<file path="src/rtl/arb3_pkg.sv">
// Shared constants for the three-way round-robin arbiter: requester count,
// grant-index width, one-hot FSM state codes and the rotation helper.
package arb3_pkg;

    localparam int N_REQ = 3;
    localparam int ID_W  = 2;

    localparam logic [2:0] ST_IDLE  = 3'b001;
    localparam logic [2:0] ST_GRANT = 3'b010;
    localparam logic [2:0] ST_GAP   = 3'b100;

    // Next requester index in rotation order, wrapping 2 -> 0.
    function automatic logic [ID_W-1:0] next_id(input logic [ID_W-1:0] id);
        return (id >= ID_W'(N_REQ - 1)) ? '0 : id + 1'b1;
    endfunction

endpackage

</file>
<file path="src/rtl/rr_pick3.sv">
// Combinational round-robin winner picker: scans last+1, last+2, last+3
// (mod 3) and returns the first active requester.
module rr_pick3
    import arb3_pkg::*;
(
    input  logic [N_REQ-1:0] req,
    input  logic [ID_W-1:0]  last,
    output logic             valid,
    output logic [ID_W-1:0]  id
);

    logic [ID_W-1:0] cand;

    // Walk the rotation once; the earliest active candidate wins.
    always_comb begin
        // NOTE: blocking assignments here so each loop pass sees the updated
        // candidate and the "already found" flag from the previous pass.
        valid = 1'b0;
        id    = '0;
        cand  = last;
        for (int k = 0; k < N_REQ; k++) begin
            cand = next_id(cand);
            if (!valid && req[cand]) begin
                valid = 1'b1;
                id    = cand;
            end
        end
    end

endmodule

</file>
<file path="src/rtl/rr_arbiter3.sv">
// Three-requester round-robin arbiter for a shared datapath unit. Grants are
// held until the owner drops its request, followed by one idle GAP cycle.
// Optional forced revocation after HOLD_MAX cycles: define ARB3_TIMEOUT_EN.
module rr_arbiter3
    import arb3_pkg::*;
#(
    parameter int HOLD_MAX = 15,
    parameter int CNT_W    = 4
) (
    input  logic             clk,
    input  logic             rst_n,
    input  logic [N_REQ-1:0] req,
    output logic [N_REQ-1:0] gnt,
    output logic [ID_W-1:0]  gnt_id,
    output logic             busy,
    output logic             timeout
);

    // Reject configurations the hold counter cannot represent.
    if (HOLD_MAX < 2 || (1 << CNT_W) <= HOLD_MAX) begin : g_bad_cfg
        $error("rr_arbiter3: need HOLD_MAX >= 2 and 2**CNT_W > HOLD_MAX");
    end

    logic [2:0]       state_q, state_d;
    logic [ID_W-1:0]  last_q, last_d;
    logic [N_REQ-1:0] gnt_q, gnt_d;
    logic [ID_W-1:0]  gnt_id_q, gnt_id_d;
    logic             busy_q, busy_d;
    logic             pick_valid;
    logic [ID_W-1:0]  pick_id;
`ifdef ARB3_TIMEOUT_EN
    logic [CNT_W-1:0] cnt_q, cnt_d;
    logic             timeout_q, timeout_d;
`endif

    // Single picker shared by the IDLE and GAP transitions.
    rr_pick3 u_pick (
        .req   (req),
        .last  (last_q),
        .valid (pick_valid),
        .id    (pick_id)
    );

    // Next-state and next-output logic for the grant FSM.
    always_comb begin
        // NOTE: every signal gets a default first so no path leaves it
        // unassigned, which would otherwise infer a latch.
        state_d  = state_q;
        last_d   = last_q;
        gnt_d    = gnt_q;
        gnt_id_d = gnt_id_q;
        busy_d   = busy_q;
`ifdef ARB3_TIMEOUT_EN
        cnt_d     = cnt_q;
        timeout_d = 1'b0;
`endif
        case (state_q)
            ST_IDLE, ST_GAP: begin
                if (pick_valid) begin
                    state_d  = ST_GRANT;
                    gnt_d    = N_REQ'(1) << pick_id;
                    gnt_id_d = pick_id;
                    last_d   = pick_id;
                    busy_d   = 1'b1;
`ifdef ARB3_TIMEOUT_EN
                    cnt_d    = '0;
`endif
                end else begin
                    state_d = ST_IDLE;
                end
            end
            ST_GRANT: begin
                if (!req[gnt_id_q]) begin
                    state_d = ST_GAP;
                    gnt_d   = '0;
                    busy_d  = 1'b0;
                end
`ifdef ARB3_TIMEOUT_EN
                else if (cnt_q == CNT_W'(HOLD_MAX - 1)) begin
                    // Owner has held the unit HOLD_MAX cycles: revoke it.
                    state_d   = ST_GAP;
                    gnt_d     = '0;
                    busy_d    = 1'b0;
                    timeout_d = 1'b1;
                end else begin
                    cnt_d = cnt_q + 1'b1;
                end
`endif
            end
            default: begin
                // Illegal one-hot code: recover to IDLE with the unit released.
                state_d = ST_IDLE;
                gnt_d   = '0;
                busy_d  = 1'b0;
            end
        endcase
    end

    // FSM state, rotation pointer and hold counter.
    always_ff @(posedge clk or negedge rst_n) begin
        if (!rst_n) begin
            state_q <= ST_IDLE;
            last_q  <= ID_W'(N_REQ - 1);
`ifdef ARB3_TIMEOUT_EN
            cnt_q   <= '0;
`endif
        end else begin
            // NOTE: non-blocking assignments so all flops update together
            // from pre-edge values, independent of statement order.
            state_q <= state_d;
            last_q  <= last_d;
`ifdef ARB3_TIMEOUT_EN
            cnt_q   <= cnt_d;
`endif
        end
    end

    // Registered grant outputs.
    always_ff @(posedge clk or negedge rst_n) begin
        if (!rst_n) begin
            gnt_q     <= '0;
            gnt_id_q  <= '0;
            busy_q    <= 1'b0;
`ifdef ARB3_TIMEOUT_EN
            timeout_q <= 1'b0;
`endif
        end else begin
            gnt_q     <= gnt_d;
            gnt_id_q  <= gnt_id_d;
            busy_q    <= busy_d;
`ifdef ARB3_TIMEOUT_EN
            timeout_q <= timeout_d;
`endif
        end
    end

    assign gnt    = gnt_q;
    assign gnt_id = gnt_id_q;
    assign busy   = busy_q;
`ifdef ARB3_TIMEOUT_EN
    assign timeout = timeout_q;
`else
    assign timeout = 1'b0;
`endif

endmodule

</file>
<file path="config.mk">
export PLATFORM = sky130hd
export DESIGN_NAME = rr_arbiter3
export DESIGN_NICKNAME = d
export VERILOG_FILES = /design/src/rtl/arb3_pkg.sv /design/src/rtl/rr_pick3.sv /design/src/rtl/rr_arbiter3.sv
export SDC_FILE = /design/constraint.sdc
export NUM_CORES = 1
export LEC_CHECK = 0
export CORE_AREA = 3 3 40 42
export CTS_CLUSTER_SIZE = 20
export DETAILED_ROUTE_END_ITERATION = 10
export DIE_AREA = 0 0 43 45
export PLACE_DENSITY = 0.67
export SYNTH_ARGS = -nofsm -noshare
export SYNTH_HDL_FRONTEND = slang
export SYNTH_HIERARCHICAL = 1
export SYNTH_SLANG_ARGS = --single-unit
</file>
<file path="constraint.sdc">
create_clock -name clk -period 1.4 [get_ports clk]
set_input_delay 0.14 -clock clk [delete_from_list [all_inputs] [get_ports clk]]
set_output_delay 0.14 -clock clk [all_outputs]
set_load 0.01 [all_outputs]
</file>
=== Word level (Yosys, flattened, before mapping) ===
Index checks and enable logic that the tools add are counted.

* Multiplexer cells: 26
* Equality and inequality tests: 5
* $add $sub $neg: 3
* Multipliers: 0
* Div/mod/pow operators: 0
* Reduce and logical (&&, ||, !) cells: 7
* $lt $le $gt $ge: 7
* Shift operators: 1
* Bitwise logic cells: 0

{| class="wikitable"
|+ Operators by type and width
! operator !! number
|-
| $mux W2 || 7
|-
| $lt A2 B3 Y1 const B || 4
|-
| $pmux W3 S2 || 2
|-
| $mux W1 || 9
|-
| $mux W3 || 3
|-
| $bmux W1 S2 || 4
|-
| $add A2 B1 Y2 const B || 3
|-
| $ge A2 B2 Y1 const B || 3
|-
| $ne A2 B2 Y1 const B || 2
|-
| $reduce_and A2 Y1 || 2
|-
| $eq A3 B1 Y1 const B || 1
|-
| $eq A3 B2 Y1 const B || 1
|-
| $eq A3 B3 Y1 const B || 1
|-
| $shl A1 B2 Y3 const A || 1
|-
| $logic_and A1 B1 Y1 || 2
|-
| $logic_not A1 Y1 || 2
|-
| $pmux W1 S2 || 1
|-
| $reduce_or A2 Y1 || 1
|}

* RAM bits: 0
* Latch bits: 0
* Logic and storage cells: 54
* Input bits: 5
* ROM bits: 0
* Register bits after elaboration: 11
* Memories: 0

=== Logic depth before layout (Yosys ltp) ===
* Depth after elaboration: 14
* Depth in mapped cells: 5
* Mapped depth without buffers: 5

=== Hierarchy ===
The synthesis kept the hierarchy.

{| class="wikitable"
|+ By module, submodules not included
! module !! area each (um2) !! times used !! seq. area each (um2) !! cells an instance
|-
| rr_arbiter3 || 460.4 || 1 || 252.7 || 39
|-
| rr_pick3 || 50.0 || 1 || 0.0 || 8
|}

=== Worst setup path before layout ===
Ideal clock, no wire load.

* Kind: reg-to-reg
* From: reg state_q[0]
* To: reg gnt_q[0], in the netlist gnt[0]
* Period minus slack after synthesis: 1.437 ns
* Setup time: 0.125 ns
* Data arrival time: 1.312 ns
* Cell stages (with the launch flop): 5
* Buffers on the path: 0
* Slack: -0.037 ns
* Cell sequence: dfstp_2 xnor2_1 or2_1 a2bb2oi_2 mux2_4

* Cells in the longest elaborated chain, start to end: 4
* Elaborated cells on any way between the ends: 8

{| class="wikitable"
|+ RTL lines
! what !! line !! RTL
|-
| start, declared || rr_arbiter3.sv:24 || <nowiki>logic [2:0] state_q, state_d;</nowiki>
|-
| start signal, assigned || rr_arbiter3.sv:110 || <nowiki>state_q <= state_d;</nowiki>
|-
| $eq A3 B1 Y1 or $eq A3 B3 Y1 (tied branches) || rr_arbiter3.sv:57 || <nowiki>case (state_q)</nowiki>
|-
| $reduce_or A2 Y1 || rr_arbiter3.sv:57 ||
|-
| $ne A2 B2 Y1 (no source line) || n/a ||
|-
| $reduce_and A2 Y1 (no source line) || n/a ||
|-
| end signal, assigned || rr_arbiter3.sv:128 || <nowiki>gnt_q <= gnt_d;</nowiki>
|-
| end, declared || rr_arbiter3.sv:26 || <nowiki>logic [N_REQ-1:0] gnt_q, gnt_d;</nowiki>
|}

Several ways; a longest one is shown, not always the timed one.
A chain may end at the register's enable or synchronous reset.

=== Worst setup path in the final report ===
* From: reg state_q[0]
* To: reg gnt_q[1], in the netlist gnt[1]

The elaborated chain is that of the path after synthesis.

==> key figures <==
Synth
  • Compound-gate portion of the synthesized area: 0.103
  • Register bit total from synthesis: 10
  • Area leader, netlist: dfrtp_1
  • Most common flop cell mapped by yosys: dfrtp_1
  • Largest family of logic cells by synthesized area: simple AND/OR/NAND/NOR gates
  • Syn Nets: 52
  • Most numerous cell in the Yosys netlist: dfrtp_1
  • Post-synthesis mux area share: 0.145
  • Adder-Cell Fraction of Synth Area: 0
  • Syn avg cell area: ~11 um^2
  • Mapped cell area: 510 um^2
  • Synth Area in XOR/XNOR: 0.0172
  • Yosys cell types: 25
  • Simple-gate share of the synthesized area: 0.181
  • Post-synth top cells: dfrtp_1, nand2_1, nor2_1
  • Post-Syn Instances: 47
  • Number of synthesized flops with an enable pin: 0
  • Synth area leaders: dfrtp_1, dfstp_2, mux2_2, mux2_4, a2bb2oi_2
  • Synth Warn #: 6
  • Post-synth top area share: 0.392
  • Asr flop ratio synth: 1.00
  • Post-synthesis sequential area ratio: 0.495

CTS
  • Clock-pin slew on the worst setup and hold paths: around 0.060 ns
  • Total CTS buffers: 3
  • TritonCTS clock tree: yes
  • Clock root buffer: clkbuf_4
  • CTS sink cnt: 10
  • Clock latency on the worst-skew pair: 0.26 ns
  • CTS H-Tree Depth: 1
  • Max clock buf depth: 2

GRT
  • Antenna violations before repair: 0
  • Grt ovf: 0
  • Vias in the first global route: 425
  • First-pass GRT wire length: 1700 um
  • Total GRT Usage: 0.125
  • Largest net degree at the start of global routing: 11

Placement
  • Setup WS pre-CTS: -0.308 ns
  • Dpl hpwl: 768 um
  • RD Place Congestion: between 0.7 and 0.8
  • Cells after DPL: 79
  • IO Port Bufs: 10

Floorplanning
  • Starting density of the core: 0.397
  • Die X: around 43 um
  • Die Ht: 45 um
  • Die footprint: between 1500 and 2000 um^2
  • Core footprint: 1280 um^2
  • I/O Pins: 12
  • # rows: 13

Routing
  • DRT met1 WL: approximately 480 um
  • Post-DR wirelength/cell: 12.1 um
  • Final routed DRC violation total: 0
  • DRT iter0 DRCs: 0
  • DR vias: 395
  • Avg Vias per Cell: 4.76
  • Drt pass-1 iters: 1
  • Met3 WL post-DR: between 60 and 70 um
  • Top Layer Used: met4
  • Met2 routed WL: around 440 um
  • Final WL: 1010 um
  • Post-route ant nets: 0

Power and ir drop
  • Power Total: 0.00166 W
  • Cell Pwr Density: ~2200 nW/um^2
  • LEAKAGE: around 0.36 nW
  • Max VDD drop: approximately 920 uV

STA
  • RSZ-0062 raised after global routing: yes
  • Max Clk Rate: between 600 and 700 MHz
  • Max-slew violation count: 0
  • Final Cycle Share: 1.05
  • Min cycle time layout: ~1.5 ns
  • Worst Hold Slack: ~0.19 ns
  • Final setup fails: 3
  • Final Hold Vio Count: 0
  • Final worst slack: -0.0641 ns
  • Clk_skew: 0.00357 ns

Critical path
  • CP required: between 1.5 and 2 ns
  • Setup crit end kind: register
  • Crit start category: register
  • Crit path kind: reg -> reg
  • CP max stage delay: ~0.55 ns
  • Crit path DAT: ~1.6 ns
  • Slowest CP cell: dfstp_2
  • Critical-path cell list: xnor2_2, or2_4, a2bb2oi_4, mux2_4
  • CP max FO: 3

Status
  • Violated checks: negative setup slack
  • Status: finished, violations left

Final layout
  • Multi-input gate area: 270 um^2
  • Area delta synth->final: 47.5%
  • FF+latch area: ~250 um^2
  • Fill cell count: roughly 120
  • Share of layout cells above drive strength 1: 0.412
  • Final Net Count: 75
  • Fin cells: 83
  • Post-Route Utilization: 0.586
  • Antenna diode count: 0

Job
  • Max-cap violations: 0

Hold path
  • Hold Path Class: in -> async
cell families after synthesis:
group / Yosys count
AND/OR/NAND/NOR: 18
flip-flops: 10
AO/OA/AOI/OAI: 6
multiplexers: 6
buffers and inverters: 5
XOR/XNOR: 1
other: 1
worst max-delay path: cells and delay by family (launching register included):
kind	cells	cell delay (ns)
flip-flops	1	0.55
multiplexers	1	0.30
AND/OR/NAND/NOR	1	0.27
AO/OA/AOI/OAI	1	0.16
XOR/XNOR	1	0.08
state kept, by name (all words and copies together) (netlist names):
register and cells:
busy 1, gnt_id 1, gnt 3, state_q 3, last_q 2
cell type report:
cell class,instances,area share
multi-input combinational,32,0.359
tap,15,0.0249
clock buffer,3,0.0299
inverter,3,0.0150
sequential,10,0.337
timing repair buffer,20,0.234
cells in the final DEF, fill, tap and decap left out, types with 2 or more instances in the layout:
cell type / count
dfrtp_1: 7
nor2b_1: 2
inv_1: 3
mux2_4: 2
clkdlybuf4s50_1: 8
clkbuf_4: 3
nand2_1: 3
nor2_1: 3
buf_4: 10
mux2_2: 3
dfstp_2: 2
nand2b_1: 2
worst paths after layout:
kind	startpoint	endpoint	slack (ns)	cells after the start
worst max-delay path	state_q[0]	gnt[1]	-0.06	4
worst min-delay path	rst_n	gnt_id[1]	0.19	1
worst max register to register	state_q[0]	gnt[1]	-0.06	4
worst min register to register	gnt[0]	gnt[0]	0.51	1
max in group asynchronous	rst_n	state_q[0]	0.87	1
min in group clk	gnt[0]	gnt[0]	0.51	1
metrics by stage:
stage | setup TNS, ns | instance area (um^2)
CTS | -0.227 | 728
global placement | -1.85 | 693
detailed placement | -2.03 | 693
floorplan | -0.0493 | 522
finish | -0.129 | 753
global route | -0.400 | 753
routing by layer:
metal  up-vias  track usage
li1        200            -
met4         0        0.108
met1       178        0.134
met2        13        0.201
met3         4       0.0398
met5         -            0
report_power, final:
part / switching, W / total (W) / leakage (nW) / internal (W)
registers: 0.000101 / 0.000538 / 0.124 / 0.000437
clock network: 0.0000922 / 0.000191 / 0.0138 / 0.0000991
logic: 0.000367 / 0.000931 / 0.219 / 0.000564
what timing repair did:
action                                  4_1_cts  5_1_grt
endpoints found under the hold margin         0        0
endpoints found under the setup margin        7        8
setup buffers                                 1        0
pin swaps                                     0        3
hold buffers                                  0        0
resized for setup                             3        6
(Power assumes the default switching activity.)
